--- src/rtl/ex_div_if.sv ---
// Execute-stage to divider handshake: operands and control in, {remainder, quotient} and ready out.
interface ex_div_if #(
    parameter int WIDTH = 32
);
    logic                   signed_div_i;
    logic [WIDTH-1:0]       opdata1_i;
    logic [WIDTH-1:0]       opdata2_i;
    logic                   start_i;
    logic                   annul_i;
    logic [2*WIDTH-1:0]     result_o;
    logic                   ready_o;

    modport master (
        output signed_div_i, opdata1_i, opdata2_i, start_i, annul_i,
        input  result_o, ready_o
    );

    modport slave (
        input  signed_div_i, opdata1_i, opdata2_i, start_i, annul_i,
        output result_o, ready_o
    );
endinterface

--- src/rtl/ex_div.sv ---
// Multi-cycle radix-2 restoring divider for DIV/DIVU; one quotient bit per cycle,
// result {remainder, quotient} held while the execute stage keeps start_i high.
module ex_div #(
    parameter int WIDTH = 32,
    parameter int CNT_W = 6
) (
    input  logic     clk,
    input  logic     rst,
    ex_div_if.slave  div_if
);

    typedef enum logic [1:0] {
        IDLE = 2'd0,
        DBZ  = 2'd1,
        RUN  = 2'd2,
        DONE = 2'd3
    } state_e;

    localparam logic [WIDTH-1:0] ONE      = WIDTH'(1);
    localparam logic [CNT_W-1:0] LAST_CNT = CNT_W'(WIDTH - 1);

    state_e               state_q, state_d;
    logic [CNT_W-1:0]     cnt_q, cnt_d;
    logic [WIDTH-1:0]     rem_q, rem_d;
    logic [WIDTH-1:0]     dvd_q, dvd_d;     // dividend shifts out MSB-first, quotient shifts in
    logic [WIDTH-1:0]     dvs_q, dvs_d;
    logic                 neg_quo_q, neg_quo_d;
    logic                 neg_rem_q, neg_rem_d;
    logic [2*WIDTH-1:0]   result_q, result_d;
    logic                 ready_q, ready_d;

    // Operand magnitudes for the signed case
    logic                 op1_neg, op2_neg;
    logic [WIDTH-1:0]     op1_abs, op2_abs;

    assign op1_neg = div_if.signed_div_i & div_if.opdata1_i[WIDTH-1];
    assign op2_neg = div_if.signed_div_i & div_if.opdata2_i[WIDTH-1];
    assign op1_abs = op1_neg ? (~div_if.opdata1_i + ONE) : div_if.opdata1_i;
    assign op2_abs = op2_neg ? (~div_if.opdata2_i + ONE) : div_if.opdata2_i;

    // One restoring step: the extra top bit of trial is the borrow that decides the quotient bit
    logic [WIDTH:0]       shifted;
    logic [WIDTH+1:0]     trial;
    logic                 q_bit;
    logic [WIDTH-1:0]     rem_step, quo_step;
    logic [WIDTH-1:0]     rem_fix, quo_fix;
    logic                 unused_trial_bit;

    assign shifted          = {rem_q, dvd_q[WIDTH-1]};
    assign trial            = {1'b0, shifted} - {2'b00, dvs_q};
    assign q_bit            = ~trial[WIDTH+1];
    assign rem_step         = q_bit ? trial[WIDTH-1:0] : shifted[WIDTH-1:0];
    assign quo_step         = {dvd_q[WIDTH-2:0], q_bit};
    assign unused_trial_bit = trial[WIDTH];

    assign quo_fix = neg_quo_q ? (~quo_step + ONE) : quo_step;
    assign rem_fix = neg_rem_q ? (~rem_step + ONE) : rem_step;

    // NOTE: every next-state signal gets a hold default first so no path can infer a latch.
    always_comb begin
        state_d   = state_q;
        cnt_d     = cnt_q;
        rem_d     = rem_q;
        dvd_d     = dvd_q;
        dvs_d     = dvs_q;
        neg_quo_d = neg_quo_q;
        neg_rem_d = neg_rem_q;
        result_d  = result_q;
        ready_d   = ready_q;

        unique case (state_q)
            IDLE: begin
                result_d = '0;
                ready_d  = 1'b0;
                if (div_if.start_i && !div_if.annul_i) begin
                    if (div_if.opdata2_i == '0) begin
                        state_d = DBZ;
                    end else begin
                        state_d   = RUN;
                        cnt_d     = '0;
                        rem_d     = '0;
                        dvd_d     = op1_abs;
                        dvs_d     = op2_abs;
                        neg_quo_d = op1_neg ^ op2_neg;
                        neg_rem_d = op1_neg;
                    end
                end
            end

            DBZ: begin
                if (!div_if.start_i || div_if.annul_i) begin
                    state_d = IDLE;
                end else begin
                    state_d  = DONE;
                    result_d = '0;
                    ready_d  = 1'b1;
                end
            end

            RUN: begin
                if (!div_if.start_i || div_if.annul_i) begin
                    state_d = IDLE;
                end else begin
                    rem_d = rem_step;
                    dvd_d = quo_step;
                    cnt_d = cnt_q + 1'b1;
                    if (cnt_q == LAST_CNT) begin
                        state_d  = DONE;
                        result_d = {rem_fix, quo_fix};
                        ready_d  = 1'b1;
                    end
                end
            end

            DONE: begin
                if (!div_if.start_i || div_if.annul_i) begin
                    state_d  = IDLE;
                    result_d = '0;
                    ready_d  = 1'b0;
                end
            end

            default: state_d = IDLE;
        endcase
    end

    // NOTE: state registers use non-blocking assignments; reset clears the datapath too so
    // nothing from an aborted division can leak into a later result.
    always_ff @(posedge clk) begin
        if (rst) begin
            state_q   <= IDLE;
            cnt_q     <= '0;
            rem_q     <= '0;
            dvd_q     <= '0;
            dvs_q     <= '0;
            neg_quo_q <= 1'b0;
            neg_rem_q <= 1'b0;
            result_q  <= '0;
            ready_q   <= 1'b0;
        end else begin
            state_q   <= state_d;
            cnt_q     <= cnt_d;
            rem_q     <= rem_d;
            dvd_q     <= dvd_d;
            dvs_q     <= dvs_d;
            neg_quo_q <= neg_quo_d;
            neg_rem_q <= neg_rem_d;
            result_q  <= result_d;
            ready_q   <= ready_d;
        end
    end

    assign div_if.result_o = result_q;
    assign div_if.ready_o  = ready_q;

endmodule
--- src/flat_wrapper.sv ---
// flat-port wrapper written by rule: the top's interface ports become plain ports
module ex_div_flat 
#(
    parameter int WIDTH = 32,
    parameter int CNT_W = 6
)
  (clk, rst, div_if_signed_div_i, div_if_opdata1_i, div_if_opdata2_i, div_if_start_i, div_if_annul_i, div_if_result_o, div_if_ready_o);
  ex_div_if #(.WIDTH(WIDTH)) div_if_i ();
  input  logic clk;
  input  logic rst;
  input wire logic [$bits(div_if_i.signed_div_i)-1:0] div_if_signed_div_i;
  input wire logic [$bits(div_if_i.opdata1_i)-1:0] div_if_opdata1_i;
  input wire logic [$bits(div_if_i.opdata2_i)-1:0] div_if_opdata2_i;
  input wire logic [$bits(div_if_i.start_i)-1:0] div_if_start_i;
  input wire logic [$bits(div_if_i.annul_i)-1:0] div_if_annul_i;
  output wire logic [$bits(div_if_i.result_o)-1:0] div_if_result_o;
  output wire logic [$bits(div_if_i.ready_o)-1:0] div_if_ready_o;
  assign div_if_i.signed_div_i = div_if_signed_div_i;
  assign div_if_i.opdata1_i = div_if_opdata1_i;
  assign div_if_i.opdata2_i = div_if_opdata2_i;
  assign div_if_i.start_i = div_if_start_i;
  assign div_if_i.annul_i = div_if_annul_i;
  assign div_if_result_o = div_if_i.result_o;
  assign div_if_ready_o = div_if_i.ready_o;
  ex_div #(.WIDTH(WIDTH), .CNT_W(CNT_W)) u_core (.clk(clk), .rst(rst), .div_if(div_if_i));
endmodule
--- config.mk ---
export PLATFORM = sky130hd
export DESIGN_NAME = ex_div_flat
export DESIGN_NICKNAME = d
export VERILOG_FILES = /design/src/rtl/ex_div_if.sv /design/src/rtl/ex_div.sv /design/src/flat_wrapper.sv
export SDC_FILE = /design/constraint.sdc
export NUM_CORES = 1
export LEC_CHECK = 0
export BUFFER_PORTS_ARGS = -buffer_cell sky130_fd_sc_hd__buf_4
export CORE_MARGIN = 2
export CORE_UTILIZATION = 60
export DETAILED_ROUTE_END_ITERATION = 8
export PLACE_DENSITY = 0.82
export SLEW_MARGIN = 15
export SYNTH_ARGS = -nofsm -noshare
export SYNTH_HDL_FRONTEND = slang
export SYNTH_SLANG_ARGS = --single-unit
--- constraint.sdc ---
create_clock -name clk -period 11.3 [get_ports clk]
set_input_delay 0 -clock clk [delete_from_list [all_inputs] [get_ports clk]]
set_output_delay 0 -clock clk [all_outputs]
set_load 0.05 [all_outputs]
==> results of run 1 <==
## sequential cells by signal (all words and copies together) (netlist names)
signal,cells
u_core.div_if.ready_o,1
u_core.cnt_q,6
u_core.neg_rem_q,1
u_core.dvs_q,32
u_core.neg_quo_q,1
u_core.state_q,2
u_core.div_if.result_o,64
u_core.dvd_q,32
u_core.rem_q,32
## how the worst max path moves through the flow
stage / slack (ns) / cells after the start / endpoint
floorplan: 6.47 / 23 / u_core.div_if.result_o[62]$_SDFFE_PP0P_
global placement: 5.91 / 18 / u_core.div_if.result_o[62]$_SDFFE_PP0P_
detailed placement: 5.64 / 17 / u_core.div_if.result_o[60]$_SDFFE_PP0P_
CTS: 5.53 / 17 / u_core.div_if.result_o[60]$_SDFFE_PP0P_
global route: 5.01 / 17 / u_core.div_if.result_o[60]$_SDFFE_PP0P_
finish: 5.37 / 17 / u_core.div_if.result_o[60]$_SDFFE_PP0P_
## cell usage after synthesis, types with 6 or more instances
library cell and n:
nor3_1 35, o21ai_0 79, dfxtp_1 171, xnor2_1 83
buf_2 12, o21ai_1 13, o211ai_1 9, and3_1 8
clkbuf_1 75, o31ai_1 20, and2_1 6, nand4_1 13
nor2_1 193, a211oi_1 35, a21o_1 9, a21oi_1 121
a22oi_1 51, or3_1 13, nand2b_1 15, or4_1 14
nand3_1 43, a32oi_1 17, inv_1 61, buf_4 6
nand2_1 174, nor4_1 11, mux2i_1 18, ha_1 41
o41ai_1 14, a31oi_1 38, xor2_1 56
## power by group
part           leakage [nW]  switching, mW  internal [mW]
clock                 0.280          0.283          0.294
combinational          3.72          0.742          0.369
sequential             1.39         0.0559          0.652
## repair_timing
item | CTS | global route
hold buffers | 37 | 0
endpoints found under the hold margin | 36 | 0
endpoints found under the setup margin | 0 | 0
## per-stage QoR
stage | hold WS, ns | setup slack (ns) | cell area (µm²) | total power [mW] | instances
floorplan | 0.136 | 6.47 | 11800 | 1.50 | 1563
global placement | 0.286 | 5.91 | 12800 | 1.77 | 1869
detailed placement | 0.293 | 5.64 | 12800 | 1.78 | 1869
CTS | 0.00258 | 5.53 | 13700 | 2.37 | 1938
global route | 0.0154 | 5.01 | 13700 | 2.52 | 1938
finish | 0.0243 | 5.37 | 13700 | 2.40 | 1938
## cell families after synthesis
kind of cell / synth area share
and+or+nand+nor: 0.223
xor gates and xnor gates: 0.103
adders and majority gates: 0.0451
buffers and inverters: 0.0583
AOI/OAI and AO/OA: 0.263
muxes: 0.0172
DFF: 0.290
## worst min-delay path, delay by kind of cell
kind | cells | cell delay [ns]
AOI/OAI and AO/OA | 2 | 0.23
buffers and inverters | 1 | 0.09
xor gates and xnor gates | 1 | 0.09
## final cells by class
type / instances / area, µm² / area share
inverters: 62 / 233 / 0.0169
repair buffers: 179 / 1440 / 0.104
clock inverters: 15 / 151 / 0.0110
well taps: 265 / 332 / 0.0241
flip-flops and latches: 171 / 3420 / 0.249
clock buffers: 17 / 425 / 0.0309
multi-input cells: 1229 / 7750 / 0.563
## metal layers
metal	share of wire	routed length [µm]	vias up
li1	-	-	5839
met1	0.42	16200	5795
met2	0.44	17000	700
met3	0.11	4340	78
met4	0.022	848	0
met5	0	0	-
## cells in the final DEF (no fill, tap or decap), drive strengths merged, types with 6 or more instances in the layout
cell type,synthesis,final
xnor2,83,83
a21o,9,9
a211oi,35,35
and3,8,8
nand3,44,44
o211ai,9,9
dlygate4sd3,0,37
a31oi,38,38
a22oi,51,51
nor4,13,13
nand4,15,15
inv,62,69
xor2,56,56
buf,26,142
nor3,35,35
mux2i,18,18
or3,14,14
clkinv,0,6
ha,41,41
dfxtp,171,171
nand2,174,174
o21ai,93,93
or4,16,16
clkbuf,75,17
nand2b,15,15
o41ai,18,18
nor2,194,194
and2,8,8
a32oi,17,17
o31ai,21,21
a21oi,121,121
==> out/metrics.csv, run 1 <==
metric,value,unit
firstDrtPassIters,6,
via_count,12400,
holdCritPathClass,in2reg,
cts_buffer_depth,2,
first_global_vias,10800,
min_path_cells,4,
max_stage_delay,0.92,ns
die_h,144,µm
synth_area_per_cell,7.56,µm²
p_leak,5.38,nW
grt_pass1_wl,59.5,mm
crit_required,11.61,ns
grt-busiest-layer,met2,
clk_latency,0.44,ns
final_nets,1771,
syn-instance-count,1563,
cap_violations,0,
antenna_found_initial,1,
finalClockSkew,0.0122,ns
powerDensity,174,nW/µm²
path_buf_inv,1,
rsz0062_at_grt,false,
htree_levels,4,
tritoncts,done,
overflow,0,
cp-start-kind,flop,
reg2regPathDepth,17,
path_class,reg2reg,
grt_max_degree,90,
yosys.cell_types.count,84,
synthTopCellsByArea,"dfxtp_1 (29%), xnor2_1 (6.2%), nor2_1 (6.1%)",
post-route-period-util,0.525,
path_delay_family,compound AO/OA/AOI/OAI gates,
critPathMaxFanout,49,
cp_common_cell,o21ai_1,
port_buffers,133,
reg2reg_slack,5.37,ns
syn_nets,1674,
synth_warnings,0,
drive_gt1_frac,0.127,
post-route-drc-count,0,
crit_start,u_core.rem_q[19]$_SDFFE_PP0P_,
r2r_end,u_core.div_if.result_o[60]$_SDFFE_PP0P_,
cp_data_arrival_time,6.24,ns
initialDrtViolationCount,1550,
use_met1,0.534,
min_period,5.93,ns
num_rows,51,
slew_headroom,0.236,
cp_slowest_cell,o31ai_1,
syn2layout_area_growth,16.4,%
grt_use_met2,0.552,
finalHoldViolCount,0,
min-delay-start,div_if_opdata1_i[11],
synth_flop_cell,dfxtp_1,
tightest_slew,1.14,ns
ys_async_sr_fraction,0,
drt.antenna.violating_nets,0,
clk_pin_slew,0.08,ns
post_drt_wl_per_cell,19.8,µm
synth_top_area_frac,0.290,
fin_util,0.709,
cts-buffers-inserted,17,
num_antenna_cells,0,
initial_core_util,0.609,
ys_seq_area_frac,0.290,
status,finished clean,
totalWireLength,38.4,mm
fmax,0.169,GHz
cts_setup_buffers,0,
io_pins,134,
viasPerCell,6.40,
cts_root_buf,clkbuf_16,
synth-seq-cells,171,
dp_hpwl,27.7,mm
synthesis.area,11800,µm²
worstHoldEndpoint,u_core.dvd_q[11]$_SDFFE_PP0P_,
fillers,1614,
vdd_ir_drop_max,0.000131,V
cts_sinks,171,
final.setup.tns,0,ns
dieArea,20800,µm²
end_kind,flop,
yosys.area.top_type,dfxtp_1,
core_area,19400,µm²
maxSlewViolCount,0,
use_met3,0.0682,
final-setup-viol-count,0,
cts_resized,0,
grt_use_total,0.365,
synth_edf_count,0,
r2r_start,u_core.rem_q[19]$_SDFFE_PP0P_,
die_x,144,µm
cp_cell_sequence,"ha_1, nand2_1, o21ai_1, a2111oi_1, o31ai_1, or2_2, buf_4, nand2_1, o21ai_0, ha_1, nor4b_1, a41oi_1, a2111o_1, nand4b_2, o21ai_1, xor2_1, o21ai_1",
place.gp.congestion,0.960,
No activity file was read; power rests on OpenSTA's default activity.
==> run 2, diff against run 1 <==
Settings changed: CORE_UTILIZATION 60 to 54, PLACE_DENSITY 0.82 to 0.77.
Clock period 11.3 ns to 4.95 ns, I/O delays scaled along.
==> run 2 against run 1 <==
Critical path depth decreased by 3. Combinational power up 130%. Flip-flop and latch count stayed put. Clock power rose by 130%. Via count is 0.76% lower. Critical path type unchanged. Sequential power increased by 130%. First-iteration DRC count fell by 19%. Final cell count up 1.8%.
==> out/metrics.csv, run 2 (synthesis results as in run 1) <==
metric,value,unit,change
status,finished clean,,
min_period,4.56,ns,-1.37 ns
finalHoldViolCount,0,,unchanged
clk_latency,0.44,ns,about the same
cp_common_cell,o21ai_1,,
place.gp.congestion,0.958,,-0.13%
tritoncts,done,,
syn2layout_area_growth,18.0,%,
dpl_cell_area,12900,µm²,+1.1%
rsz0062_at_grt,false,,
path_class,reg2reg,,
critPathMaxFanout,6,,-88%
final-setup-viol-count,0,,unchanged
cts_setup_buffers,0,,unchanged
firstDrtPassIters,6,,unchanged
p_leak,5.47,nW,+1.6%
viasPerCell,6.25,,-2.5%
die_x,152,µm,+5.3%
cts_buffer_depth,2,,unchanged
mostFrequentLayoutCell,nor2_1,,
totalWireLength,38.1,mm,-0.65%
slew_headroom,0.310,,+0.0744
grt_max_degree,80,,-11%
cp_slowest_cell,a211oi_1,,
crit_required,5.26,ns,-6.35 ns
dieArea,23100,µm²,+11%
post-route-period-util,0.922,,+0.397
finalPower,5.57,mW,+130%
htree_levels,4,,unchanged
powerDensity,399,nW/µm²,+130%
first_global_vias,11200,,+3.6%
cts_sinks,171,,unchanged
post_drt_wl_per_cell,19.3,µm,-2.4%
port_buffers,133,,unchanged
max_stage_delay,0.65,ns,-0.27 ns
antenna_found_initial,0,,-1
overflow,0,,unchanged
num_rows,54,,+5.9%
end_kind,flop,,
holdCritPathClass,in2reg,,
largest_register_ffs,64,,unchanged
die_h,152,µm,+5.3%
cp_cell_sequence,"inv_1, ha_1, nor2b_1, o2111ai_1, buf_4, a211oi_1, o21ai_0, a221oi_1, nand4_2, a2111o_1, nand4b_2, o21ai_1, xor2_1, o21ai_1",,
initial_core_util,0.546,,-0.0626
drive_gt1_frac,0.133,,+0.00626
fin_util,0.645,,-0.0639
final_nets,1790,,+1.1%
cts-buffers-inserted,17,,unchanged
final.setup.tns,0,ns,unchanged
postLayoutCellArea,13900,µm²,+1.4%
vdd_ir_drop_max,0.000280,V,+110%
drt.antenna.violating_nets,0,,unchanged
finalClockSkew,0.0137,ns,+0.00148 ns
grt_use_total,0.317,,-0.0479
clk_pin_slew,0.07,ns,about the same
mostFrequentLayoutCells,"nor2_1 (190), nand2_1 (174), dfxtp_1 (171)",,
core_area,21600,µm²,+11%
fmax,0.219,GHz,+30%
cts_root_buf,clkbuf_16,,
maxSlewViolCount,0,,unchanged
post-route-drc-count,0,,unchanged
cp_data_arrival_time,4.87,ns,-1.37 ns
num_antenna_cells,0,,unchanged
cp-start-kind,flop,,
via_count,12300,,-0.76%
cap_violations,0,,unchanged
grt_pass1_wl,59.9,mm,+0.70%
initialDrtViolationCount,1254,,-19%
io_pins,134,,unchanged
tightest_slew,1.03,ns,-0.109 ns
dp_hpwl,27.9,mm,+0.78%
## run 2: cell count changes in the layout (fill, tap and decap cells not counted)
cell,previous run,this run
inv_6,1,4
clkinv_2,2,0
buf_12,0,1
inv_8,6,2
buf_4,142,155
clkinv_8,2,0
o21ai_1,13,14
clkbuf_8,0,2
clkbuf_1,0,1
o21ai_0,79,78
bufinv_16,0,1
clkinvlp_4,2,3
dlygate4sd3_1,37,42
## run 2: through the flow
stage               cells  setup slack [ns]  hold WS (ns)
global route         1972            0.0941        0.0276
CTS                  1972             0.386      0.000600
global placement     1898             0.599         0.286
floorplan            1563             0.124         0.136
detailed placement   1898             0.419         0.287
finish               1972             0.386       0.00475
## run 2: cell type report
class / count / area [µm²]
clock buffer: 20 / 457
tap: 280 / 350
fill: 1903 / 7680
multi-input combinational: 1229 / 7750
inverter: 62 / 233
sequential: 171 / 3420
timing repair buffer: 198 / 1600
clock inverter: 12 / 128
## run 2: what timing repair did
action                                  in CTS  in global routing
resized for setup                            0                  1
endpoints found under the setup margin       0                  3
endpoints found under the hold margin       40                  0
hold buffers                                42                  0
## run 2: worst paths after layout
path                                               startpoint                                      end  slack (ns)  cells past startpoint
worst max-delay path             u_core.dvs_q[1]$_SDFFE_PP0P_  u_core.div_if.result_o[60]$_SDFFE_PP0P_        0.39                     14
worst min-delay path                      div_if_opdata1_i[4]             u_core.dvd_q[4]$_SDFFE_PP0P_       0.005                      4
worst min register to register  u_core.dvs_q[20]$_SDFFE_PP0P_            u_core.dvs_q[20]$_SDFFE_PP0P_        0.45                      2
worst max register to register   u_core.dvs_q[1]$_SDFFE_PP0P_  u_core.div_if.result_o[60]$_SDFFE_PP0P_        0.39                     14
## run 2: report_power, final
group | switching, mW | internal [mW]
logic | 1.71 | 0.888
clock network | 0.616 | 0.735
registers | 0.131 | 1.49
total | 2.45 | 3.11
## run 2: worst max-delay path: cells and delay by family (launching register included)
| family | cells | cell delay, ns |
|---|---|---|
| compound gates | 7 | 2.54 |
| xor+xnor | 1 | 0.19 |
| fa+ha+maj | 1 | 0.27 |
| buf+inv | 2 | 0.34 |
| flops | 1 | 0.41 |
| simple gates | 3 | 0.68 |
## run 2: metal layers
| metal | up-vias | global-route usage | routed length (µm) |
|---|---|---|---|
| met5 | - | 0 | 0 |
| met3 | 86 | 0.0516 | 3300 |
| met2 | 602 | 0.487 | 16800 |
| met4 | 0 | 0.110 | 1120 |
| met1 | 5776 | 0.452 | 16900 |
| li1 | 5854 | - | - |
